<file path="src/rtl/turn_executor.sv">
// turn_executor: line-follower node handler. Follows the line, accepts node
// markers, drives clear of the node, executes the turn requested by
// path_mapping and watches every turn state with a cycle timeout.
//
// state    | meaning
// ---------+-------------------------------------------------------------
// FOLLOW   | steering from line sensors, waiting for an armed node marker
// CLEAR    | driving straight past the node for CLEAR_CYC cycles
// SPIN_OFF | spinning, blind period then waiting for centre sensor to leave line
// SPIN_ON  | spinning, waiting for centre sensor to reacquire a line
// FAULT    | turn timed out, motors stopped until reset
module turn_executor #(
   parameter int CLEAR_CYC   = 31250,
   parameter int BLIND_CYC   = 15625,
   parameter int TIMEOUT_CYC = 3125000
) (
   input  logic       clk_3125KHz,
   input  logic       reset,
   input  logic       node_flag,
   input  logic [1:0] turn_flag,
   input  logic       line_l,
   input  logic       line_c,
   input  logic       line_r,
   output logic       node_changed,
   output logic [2:0] motor_cmd,
   output logic       busy,
   output logic       fault,
   output logic [4:0] node_count
);

   typedef enum logic [2:0] {
      ST_FOLLOW   = 3'd0,
      ST_CLEAR    = 3'd1,
      ST_SPIN_OFF = 3'd2,
      ST_SPIN_ON  = 3'd3,
      ST_FAULT    = 3'd4
   } state_t;

   localparam logic [2:0] CMD_STOP   = 3'd0;
   localparam logic [2:0] CMD_FWD    = 3'd1;
   localparam logic [2:0] CMD_VEER_L = 3'd2;
   localparam logic [2:0] CMD_VEER_R = 3'd3;
   localparam logic [2:0] CMD_SPIN_R = 3'd4;
   localparam logic [2:0] CMD_SPIN_L = 3'd5;

   localparam logic [1:0] TURN_STRAIGHT = 2'd0;
   localparam logic [1:0] TURN_UTURN    = 2'd2;
   localparam logic [1:0] TURN_LEFT     = 2'd3;

   // CLEAR ends on the edge where the counter shows CLEAR_CYC-1, giving
   // exactly CLEAR_CYC cycles of forward drive.
   localparam logic [21:0] CLEAR_LAST  = 22'(CLEAR_CYC - 1);
   localparam logic [21:0] BLIND_MIN   = 22'(BLIND_CYC);
   localparam logic [21:0] TIMEOUT_LIM = 22'(TIMEOUT_CYC);
   localparam logic [21:0] CNT_MAX     = '1;
   localparam logic [4:0]  COUNT_MAX   = '1;

   state_t      state_q, state_d;
   logic [21:0] cnt_q, cnt_d, cnt_inc;
   logic        armed_q, armed_d;
   logic        laps_q, laps_d;
   logic [1:0]  turn_q, turn_d;
   logic [2:0]  motor_q, motor_d;
   logic        node_changed_q, node_changed_d;
   logic [4:0]  node_count_q, node_count_d;
   logic [2:0]  steer_cmd;
   logic [2:0]  spin_cmd;

   // Sensor steering priority: centre, then left, then right.
   always_comb begin
      steer_cmd = CMD_STOP;
      if (line_c) begin
         steer_cmd = CMD_FWD;
      end else if (line_l) begin
         steer_cmd = CMD_VEER_L;
      end else if (line_r) begin
         steer_cmd = CMD_VEER_R;
      end
   end

   // Saturating counter increment and spin direction for the latched turn.
   always_comb begin
      cnt_inc  = (cnt_q == CNT_MAX) ? cnt_q : cnt_q + 22'd1;
      spin_cmd = (turn_q == TURN_LEFT) ? CMD_SPIN_L : CMD_SPIN_R;
   end

   // Next-state and registered-output logic.
   always_comb begin
      state_d        = state_q;
      armed_d        = armed_q;
      laps_d         = laps_q;
      turn_d         = turn_q;
      motor_d        = motor_q;
      node_changed_d = 1'b0;
      node_count_d   = node_count_q;
      cnt_d          = cnt_inc;

      case (state_q)
         ST_FOLLOW: begin
            motor_d = steer_cmd;
            if (armed_q && node_flag) begin
               // Node acceptance overrides steering for this cycle.
               state_d        = ST_CLEAR;
               armed_d        = 1'b0;
               node_changed_d = 1'b1;
               motor_d        = CMD_FWD;
               if (node_count_q != COUNT_MAX) begin
                  node_count_d = node_count_q + 5'd1;
               end
            end else if (!node_flag) begin
               armed_d = 1'b1;
            end
         end

         ST_CLEAR: begin
            motor_d = CMD_FWD;
            if (cnt_q >= CLEAR_LAST) begin
               // The only point at which turn_flag is looked at.
               turn_d = turn_flag;
               laps_d = 1'b0;
               if (turn_flag == TURN_STRAIGHT) begin
                  state_d = ST_FOLLOW;
                  motor_d = steer_cmd;
               end else begin
                  state_d = ST_SPIN_OFF;
                  motor_d = (turn_flag == TURN_LEFT) ? CMD_SPIN_L : CMD_SPIN_R;
               end
            end
         end

         ST_SPIN_OFF: begin
            motor_d = spin_cmd;
            if ((cnt_q >= BLIND_MIN) && !line_c) begin
               state_d = ST_SPIN_ON;
            end else if (cnt_inc >= TIMEOUT_LIM) begin
               state_d = ST_FAULT;
               motor_d = CMD_STOP;
            end
         end

         ST_SPIN_ON: begin
            motor_d = spin_cmd;
            if (line_c) begin
               if ((turn_q == TURN_UTURN) && !laps_q) begin
                  // First line crossed during a U-turn; spin on to the next.
                  laps_d  = 1'b1;
                  state_d = ST_SPIN_OFF;
               end else begin
                  laps_d  = 1'b0;
                  state_d = ST_FOLLOW;
                  motor_d = steer_cmd;
               end
            end else if (cnt_inc >= TIMEOUT_LIM) begin
               state_d = ST_FAULT;
               motor_d = CMD_STOP;
            end
         end

         ST_FAULT: begin
            motor_d = CMD_STOP;
         end

         default: begin
            state_d = ST_FAULT;
            motor_d = CMD_STOP;
         end
      endcase

      // Counter restarts on every state change and idles at zero outside turns.
      if ((state_d != state_q) || (state_q == ST_FOLLOW) || (state_q == ST_FAULT)) begin
         cnt_d = '0;
      end
   end

   // State and output registers with synchronous reset.
   always_ff @(posedge clk_3125KHz) begin
      if (reset) begin
         state_q        <= ST_FOLLOW;
         cnt_q          <= '0;
         armed_q        <= 1'b0;
         laps_q         <= 1'b0;
         turn_q         <= TURN_STRAIGHT;
         motor_q        <= CMD_STOP;
         node_changed_q <= 1'b0;
         node_count_q   <= '0;
      end else begin
         state_q        <= state_d;
         cnt_q          <= cnt_d;
         armed_q        <= armed_d;
         laps_q         <= laps_d;
         turn_q         <= turn_d;
         motor_q        <= motor_d;
         node_changed_q <= node_changed_d;
         node_count_q   <= node_count_d;
      end
   end

   assign node_changed = node_changed_q;
   assign motor_cmd    = motor_q;
   assign busy         = (state_q != ST_FOLLOW);
   assign fault        = (state_q == ST_FAULT);
   assign node_count   = node_count_q;

endmodule

</file>
<file path="config.mk">
export PLATFORM = sky130hd
export DESIGN_NAME = turn_executor
export DESIGN_NICKNAME = d
export VERILOG_FILES = /design/src/rtl/turn_executor.sv
export SDC_FILE = /design/constraint.sdc
export NUM_CORES = 1
export LEC_CHECK = 0
export ABC_AREA = 0
export BUFFER_PORTS_ARGS = -buffer_cell sky130_fd_sc_hd__buf_4
export CORE_MARGIN = 2
export CORE_UTILIZATION = 57
export DETAILED_ROUTE_END_ITERATION = 8
export MAX_ROUTING_LAYER = met4
export PLACE_DENSITY = 0.76
export SYNTH_ARGS = -nofsm -noshare
export SYNTH_HDL_FRONTEND = slang
export SYNTH_SLANG_ARGS = --single-unit
</file>
<file path="constraint.sdc">
create_clock -name clk_3125KHz -period 4.9 [get_ports clk_3125KHz]
set_input_delay 0.98 -clock clk_3125KHz [delete_from_list [all_inputs] [get_ports clk_3125KHz]]
set_output_delay 0.98 -clock clk_3125KHz [all_outputs]
set_load 0.1 [all_outputs]
</file>
==> flow_metrics.env, run 1 <==
export IMPL_status="finished, final reports clean"
export IMPL_wl_mm=5.68
export IMPL_r2r_start="cnt_q[0]$_SDFF_PP0_"
export IMPL_power_per_cell_area_mw_per_mm2=259
export IMPL_gp_congestion=0.944
export IMPL_utilization=0.659
export IMPL_peakVddDrop_mv=0.180
export IMPL_synth_area_leaders="dfxtp_1, nor3_1, nor2_1, xnor2_1, nand2_1"
export IMPL_synth_edff_count=0
export IMPL_netlist_instances=316
export IMPL_seq_area_um2=761
export IMPL_clk_pin_slew_ns=0.08
export IMPL_max_cap_viol_count=0
export IMPL_hold_buffers=0
export IMPL_drc_errors=0
export IMPL_async_flop_share=0
export IMPL_worstMarginPinSlew_ns=1.02
export IMPL_arrival_ns=3.97
export IMPL_grt_usage=0.242
export IMPL_leakage_nw=0.904
export IMPL_cts_root_buf="clkbuf_8"
export IMPL_hold_viol_final=0
export IMPL_grt_pass1_wl_mm=9.41
export IMPL_firstDrtPassIters=4
export IMPL_setup_viol=0
export IMPL_cts_tree="yes"
export IMPL_multi_input_area_mm2=0.00157
export IMPL_ys_ff_latch=38
export IMPL_nNetsFinal=329
export IMPL_synth_top_area_share=0.308
export IMPL_vias=2342
export IMPL_drv_slew=0
export IMPL_row_count=23
export IMPL_clock_fmax_mhz=261
export IMPL_synth_commonest_cells="dfxtp_1, nor2_1, nor3_1"
export IMPL_synthMostInstantiatedCell="dfxtp_1"
export IMPL_fin_crit_sh=0.783
export IMPL_clk_insertion_delay_late_ns=0.30
export IMPL_syn_nets=329
export IMPL_clockBufferDepth=2
export IMPL_syn_area_mm2=0.00247
export IMPL_post_cts_buffers=0
export IMPL_die_h_um=69.9
export IMPL_cp_required_ns=5.04
export IMPL_ant_nets=0
export IMPL_cts_made_buffers=5
export IMPL_final_area_mm2=0.00269
export IMPL_path_class="reg2reg"
export IMPL_wl_per_cell_um=15.5
export IMPL_synth_area_leader_cell="dfxtp_1"
export IMPL_yosys_warnings=0
export IMPL_synthFlopType="dfxtp_1"
export IMPL_dpl_hpwl_mm=4.10
export IMPL_rsz0062_at_grt="false"
export IMPL_area_growth_pct=8.80
export IMPL_cp_start_kind="flip-flop"
export IMPL_nFillCells=371
export IMPL_routed_via_density=6.38
export IMPL_grt_pass1_vias=2036
export IMPL_clock_sinks=38
export IMPL_whs_ns=0.492
export IMPL_crit_chain="ha_1 > nand4_1 > nor4_2 > nor3_2 > xnor2_1 > or4_4 > a31oi_2 > a21oi_2 > a22oi_2 > a2111oi_0"
export IMPL_die_area_mm2=0.00488
export IMPL_post_cts_resized=0
export IMPL_tns_ns=0
export IMPL_crit_start="cnt_q[0]$_SDFF_PP0_"
export IMPL_synth_area_per_cell_um2=7.83
export IMPL_insertedDiodeCount=0
export IMPL_dieWidth_um=69.9
export IMPL_placed_area_mm2=0.00255
export IMPL_drive_above_1_share=0.123
export IMPL_cpPeakStageDelay_ns=0.82
export IMPL_initial_core_util=0.605
export IMPL_yosysSeqAreaShare=0.308
export IMPL_crit_family="simple AND/OR/NAND/NOR gates"
export IMPL_first_iter_violations=240
export IMPL_antenna_found_initial=0
export IMPL_yosysUniqueCellTypes=58
export IMPL_worst_path_buf_inv=0
export IMPL_min_path_type="reg2reg"
export IMPL_skew_ns=0.00505
export IMPL_overflow=0
export IMPL_core_mm2=0.00409
export IMPL_critPathMaxFanout=22
export IMPL_slew_headroom=0.323
export IMPL_io_pins=19
export IMPL_min_from="laps_q$_SDFFE_PP0P_"
export IMPL_grt_start_max_net_pins=23
export IMPL_critPathSlowestCell="a22oi_2"
export IMPL_min_period_ns=3.84
export IMPL_crit_path_end_kind="flip-flop"
export IMPL_io_buffers=18
export IMPL_cts_htree_levels=2
## kinds of logic after synthesis
logic type,share of synthesized area
AOI/OAI and AO/OA,0.191
adders and majority gates,0.0253
buffers and inverters,0.0582
muxes,0.0202
DFF,0.308
and+or+nand+nor,0.320
xor gates and xnor gates,0.0779
## path summary, 6_finish.rpt
path                              end  slack [ns]  cells past startpoint
setup reg to reg  cnt_q[3]$_SDFF_PP0_        1.06                     10
hold / removal    laps_q$_SDFFE_PP0P_        0.49                      2
hold reg to reg   laps_q$_SDFFE_PP0P_        0.49                      2
setup / recovery  cnt_q[3]$_SDFF_PP0_        1.06                     10
## final cells by class
class | count | area share
Clock inverter | 3 | 0.0256
Sequential cell | 38 | 0.283
Clock buffer | 5 | 0.0256
Timing Repair Buffer | 18 | 0.0502
Inverter | 7 | 0.00976
Tap cell | 50 | 0.0232
Multi-Input combinational cell | 246 | 0.583
## registers in the layout, summed over array words and instances, names as in the netlist
| name | count |
|---|---|
| turn_q | 2 |
| cnt_q | 22 |
| motor_cmd | 3 |
| state_q | 3 |
| armed_q | 1 |
| node_changed | 1 |
| laps_q | 1 |
| node_count | 5 |
## layer usage
layer	wire length (um)	vias to the layer above	track usage	part of all wire
li1	-	1159	-	-
met1	2860	1092	0.357	0.50
met2	2340	82	0.326	0.41
met3	386	9	0.0620	0.068
met4	88	0	0.0641	0.015
met5	0	-	-	0
## layout by cell type, fill, tap and decap left out, types with 2 or more instances in the layout
cell,instances
dfxtp_1,38
nor2_1,31
nor3_1,29
nand2_1,27
buf_4,18
xnor2_1,13
a21oi_1,12
nand3_1,11
nand4_1,9
xor2_1,9
o21ai_0,9
inv_1,7
a31oi_1,7
o21ai_1,6
and3_1,5
and4_1,5
or3_1,5
mux2i_1,5
ha_1,5
clkbuf_8,5
a211oi_1,4
nor2b_1,3
nor3b_1,3
o2111ai_1,3
o211ai_1,3
o31ai_1,3
a2111oi_0,3
nand4_2,2
and2_1,2
nor3_2,2
a21oi_2,2
or3b_1,2
a21o_1,2
bufinv_16,2
## power breakdown
group           total, W  switching, W  internal (W)
Clock           0.000324      0.000121      0.000204
Combinational  0.0000540     0.0000379     0.0000160
Sequential      0.000317    0.00000494      0.000312
## stage by stage
stage | setup slack, ns | std cells | total power [W]
3_3_place_gp | 1.31 | 359 | 0.000378
2_1_floorplan | 1.33 | 316 | 0.000364
4_1_cts | 1.09 | 367 | 0.000700
5_1_grt | 0.742 | 367 | 0.000720
3_5_place_dp | 1.10 | 359 | 0.000378
6_report | 1.06 | 367 | 0.000696
## tightest hold or removal path, stage by stage (launching register included)
cell and delay (ns):
dfxtp_1 0.31, o21ai_0 0.07, a21oi_1 0.07
(Power assumes the default switching activity.)
==> run 2: changes to the inputs <==
Settings changed: ABC_AREA 0 to 1.
Clock period 4.9 ns to 3.56 ns, I/O delays scaled along.
==> flow_metrics.env, run 2 <==
export IMPL_gp_congestion=1.01
export IMPL_row_count=24
export IMPL_netlist_instances=415
export IMPL_wl_mm=5.87
export IMPL_insertedDiodeCount=0
export IMPL_overflow=0
export IMPL_cts_made_buffers=5
export IMPL_worstReg2RegEnd="cnt_q[10]$_SDFF_PP0_"
export IMPL_rsz0062_at_grt="false"
export IMPL_tns_ns=0
export IMPL_drv_slew=0
export IMPL_clock_fmax_mhz=332
export IMPL_rr_worst_depth=17
export IMPL_ant_nets=0
export IMPL_grt_pass1_wl_mm=10.1
export IMPL_setup_viol=0
export IMPL_synth_area_leader_cell="dfxtp_1"
export IMPL_syn_area_mm2=0.00256
export IMPL_min_delay_worst_endpoint="laps_q$_SDFFE_PP0P_"
export IMPL_min_period_ns=3.01
export IMPL_synth_top_area_share=0.297
export IMPL_largest_reg_flops=22
export IMPL_top_register="cnt_q"
export IMPL_worstMarginPinSlew_ns=0.697
export IMPL_async_flop_share=0
export IMPL_power_per_cell_area_mw_per_mm2=339
export IMPL_hold_viol_final=0
export IMPL_arrival_ns=3.22
export IMPL_synth_area_leaders="dfxtp_1, nand2_1, inv_1, nor2_1, nand3_1"
export IMPL_core_mm2=0.00435
export IMPL_antenna_found_initial=0
export IMPL_clock_sinks=38
export IMPL_cts_htree_levels=2
export IMPL_grt_usage=0.256
export IMPL_yosys_warnings=0
export IMPL_skew_ns=0.00704
export IMPL_final_area_mm2=0.00288
export IMPL_wl_per_cell_um=12.0
export IMPL_synth_commonest_cells="nand2_1, inv_1, nor2_1"
export IMPL_peakVddDrop_mv=0.458
export IMPL_slew_headroom=0.532
export IMPL_dieWidth_um=71.1
export IMPL_p_total_w=0.000976
export IMPL_path_class="reg2reg"
export IMPL_final_common_cell="nand2_1"
export IMPL_first_iter_violations=210
export IMPL_grt_pass1_vias=2281
export IMPL_drc_errors=0
export IMPL_clockBufferDepth=2
export IMPL_status="finished, final reports clean"
export IMPL_synth_area_per_cell_um2=6.18
export IMPL_io_pins=19
export IMPL_clk_insertion_delay_late_ns=0.29
export IMPL_min_from="laps_q$_SDFFE_PP0P_"
export IMPL_critPathMaxFanout=22
export IMPL_ys_ff_latch=38
export IMPL_dpl_hpwl_mm=4.72
export IMPL_grt_start_max_net_pins=23
export IMPL_die_area_mm2=0.00505
export IMPL_fin_crit_sh=0.846
export IMPL_synth_edff_count=0
export IMPL_firstDrtPassIters=5
export IMPL_ff2ff_setup_slack_ns=0.55
export IMPL_r2r_start="cnt_q[0]$_SDFF_PP0_"
export IMPL_drive_above_1_share=0.142
export IMPL_synthFlopType="dfxtp_1"
export IMPL_initial_core_util=0.589
export IMPL_syn_nets=428
export IMPL_cp_start_kind="flip-flop"
export IMPL_synthMostInstantiatedCell="nand2_1"
export IMPL_cp_required_ns=3.77
export IMPL_clk_pin_slew_ns=0.08
export IMPL_leakage_nw=1.20
export IMPL_post_cts_buffers=0
export IMPL_area_growth_pct=12.2
export IMPL_io_buffers=18
export IMPL_final_cell_mix="nand2_1, inv_1, nor2_1, dfxtp_1, nand3_1"
export IMPL_vias=2522
export IMPL_placed_area_mm2=0.00273
export IMPL_max_cap_viol_count=0
export IMPL_crit_path_end_kind="flip-flop"
export IMPL_yosysUniqueCellTypes=31
export IMPL_min_path_type="reg2reg"
export IMPL_nNetsFinal=449
export IMPL_cts_tree="yes"
export IMPL_yosysSeqAreaShare=0.297
export IMPL_routed_via_density=5.16
export IMPL_hold_depth=2
export IMPL_cts_root_buf="clkbuf_8"
export IMPL_die_h_um=71.1
run 2: cell count changes in the layout (fill, tap and decap cells not counted), moves of 6 or more:
cell,before,now
nand2_1,27,107
inv_1,7,66
nor2_1,31,61
nor2_2,0,23
nor3_1,29,8
nand3_1,11,31
xnor2_1,13,0
o21ai_0,9,16
a31oi_1,7,1
o21ai_1,6,0
run 2: timing repair:
item | CTS | global route
gates resized for setup | 0 | 1
setup endpoints to repair | 0 | 1
hold buffers | 0 | 0
endpoints found under the hold margin | 0 | 0
run 2: power by group:
part           switching, W  leakage (nW)  internal (W)
clock              0.000149        0.0714      0.000299
combinational     0.0000709         0.824     0.0000225
sequential       0.00000392         0.307      0.000432
total              0.000224          1.20      0.000753
run 2: through the flow:
step / util / instances / hold WS (ns) / setup slack [ns]
finish: 0.661 / 489 / 0.499 / 0.548
CTS: 0.659 / 489 / 0.493 / 0.309
detailed placement: 0.626 / 481 / 0.481 / 0.323
global placement: 0.626 / 481 / 0.470 / 0.454
global route: 0.661 / 489 / 0.519 / 0.262
floorplan: - / 415 / 0.451 / 1.11
run 2: logic make-up after synthesis:
| kind of cell | after synthesis | synth area share |
|---|---|---|
| buf+inv | 71 | 0.113 |
| simple gates | 258 | 0.468 |
| xor+xnor | 4 | 0.0137 |
| flops | 38 | 0.297 |
| compound gates | 39 | 0.0839 |
| fa+ha+maj | 5 | 0.0244 |
run 2: worst max-delay path: stages (launching register included):
cell	delay [ns]
dfxtp_1	0.38
ha_1	0.28
inv_1	0.10
nor2_4	0.20
nand2_4	0.08
clkinv_2	0.08
nand3_4	0.20
nand3_1	0.20
nand2_1	0.08
nor2_2	0.20
nand4_1	0.16
nand4_1	0.13
nand2_1	0.08
nand2_1	0.06
nand2_1	0.06
nor2_2	0.13
nand3_4	0.32
nor2_1	0.18
run 2: worst max-delay path by stage:
| stage | cells past startpoint | endpoint | start | slack (ns) |
|---|---|---|---|---|
| after CTS | 17 | cnt_q[10]$_SDFF_PP0_ | cnt_q[0]$_SDFF_PP0_ | 0.31 |
| after detailed placement | 17 | cnt_q[10]$_SDFF_PP0_ | cnt_q[0]$_SDFF_PP0_ | 0.32 |
| after floorplan | 3 | fault | state_q[1]$_SDFF_PP0_ | 1.11 |
| after global routing | 17 | cnt_q[12]$_SDFF_PP0_ | cnt_q[0]$_SDFF_PP0_ | 0.26 |
| final | 17 | cnt_q[10]$_SDFF_PP0_ | cnt_q[0]$_SDFF_PP0_ | 0.55 |
| after global placement | 17 | cnt_q[9]$_SDFF_PP0_ | cnt_q[0]$_SDFF_PP0_ | 0.45 |
run 2: final cells by class:
class	count	area [um2]
Fill cell	391	1480
Multi-Input combinational cell	306	1520
Clock inverter	2	60.1
Timing Repair Buffer	18	135
Inverter	67	253
Sequential cell	38	761
Clock buffer	6	82.6
Tap cell	52	65.1
run 2: metal layers:
layer	vias up	wire [um]	GRT usage
met5	-	0	-
met1	1100	2700	0.330
met3	8	258	0.0385
li1	1345	-	-
met2	69	2820	0.422
met4	0	84	0.0671
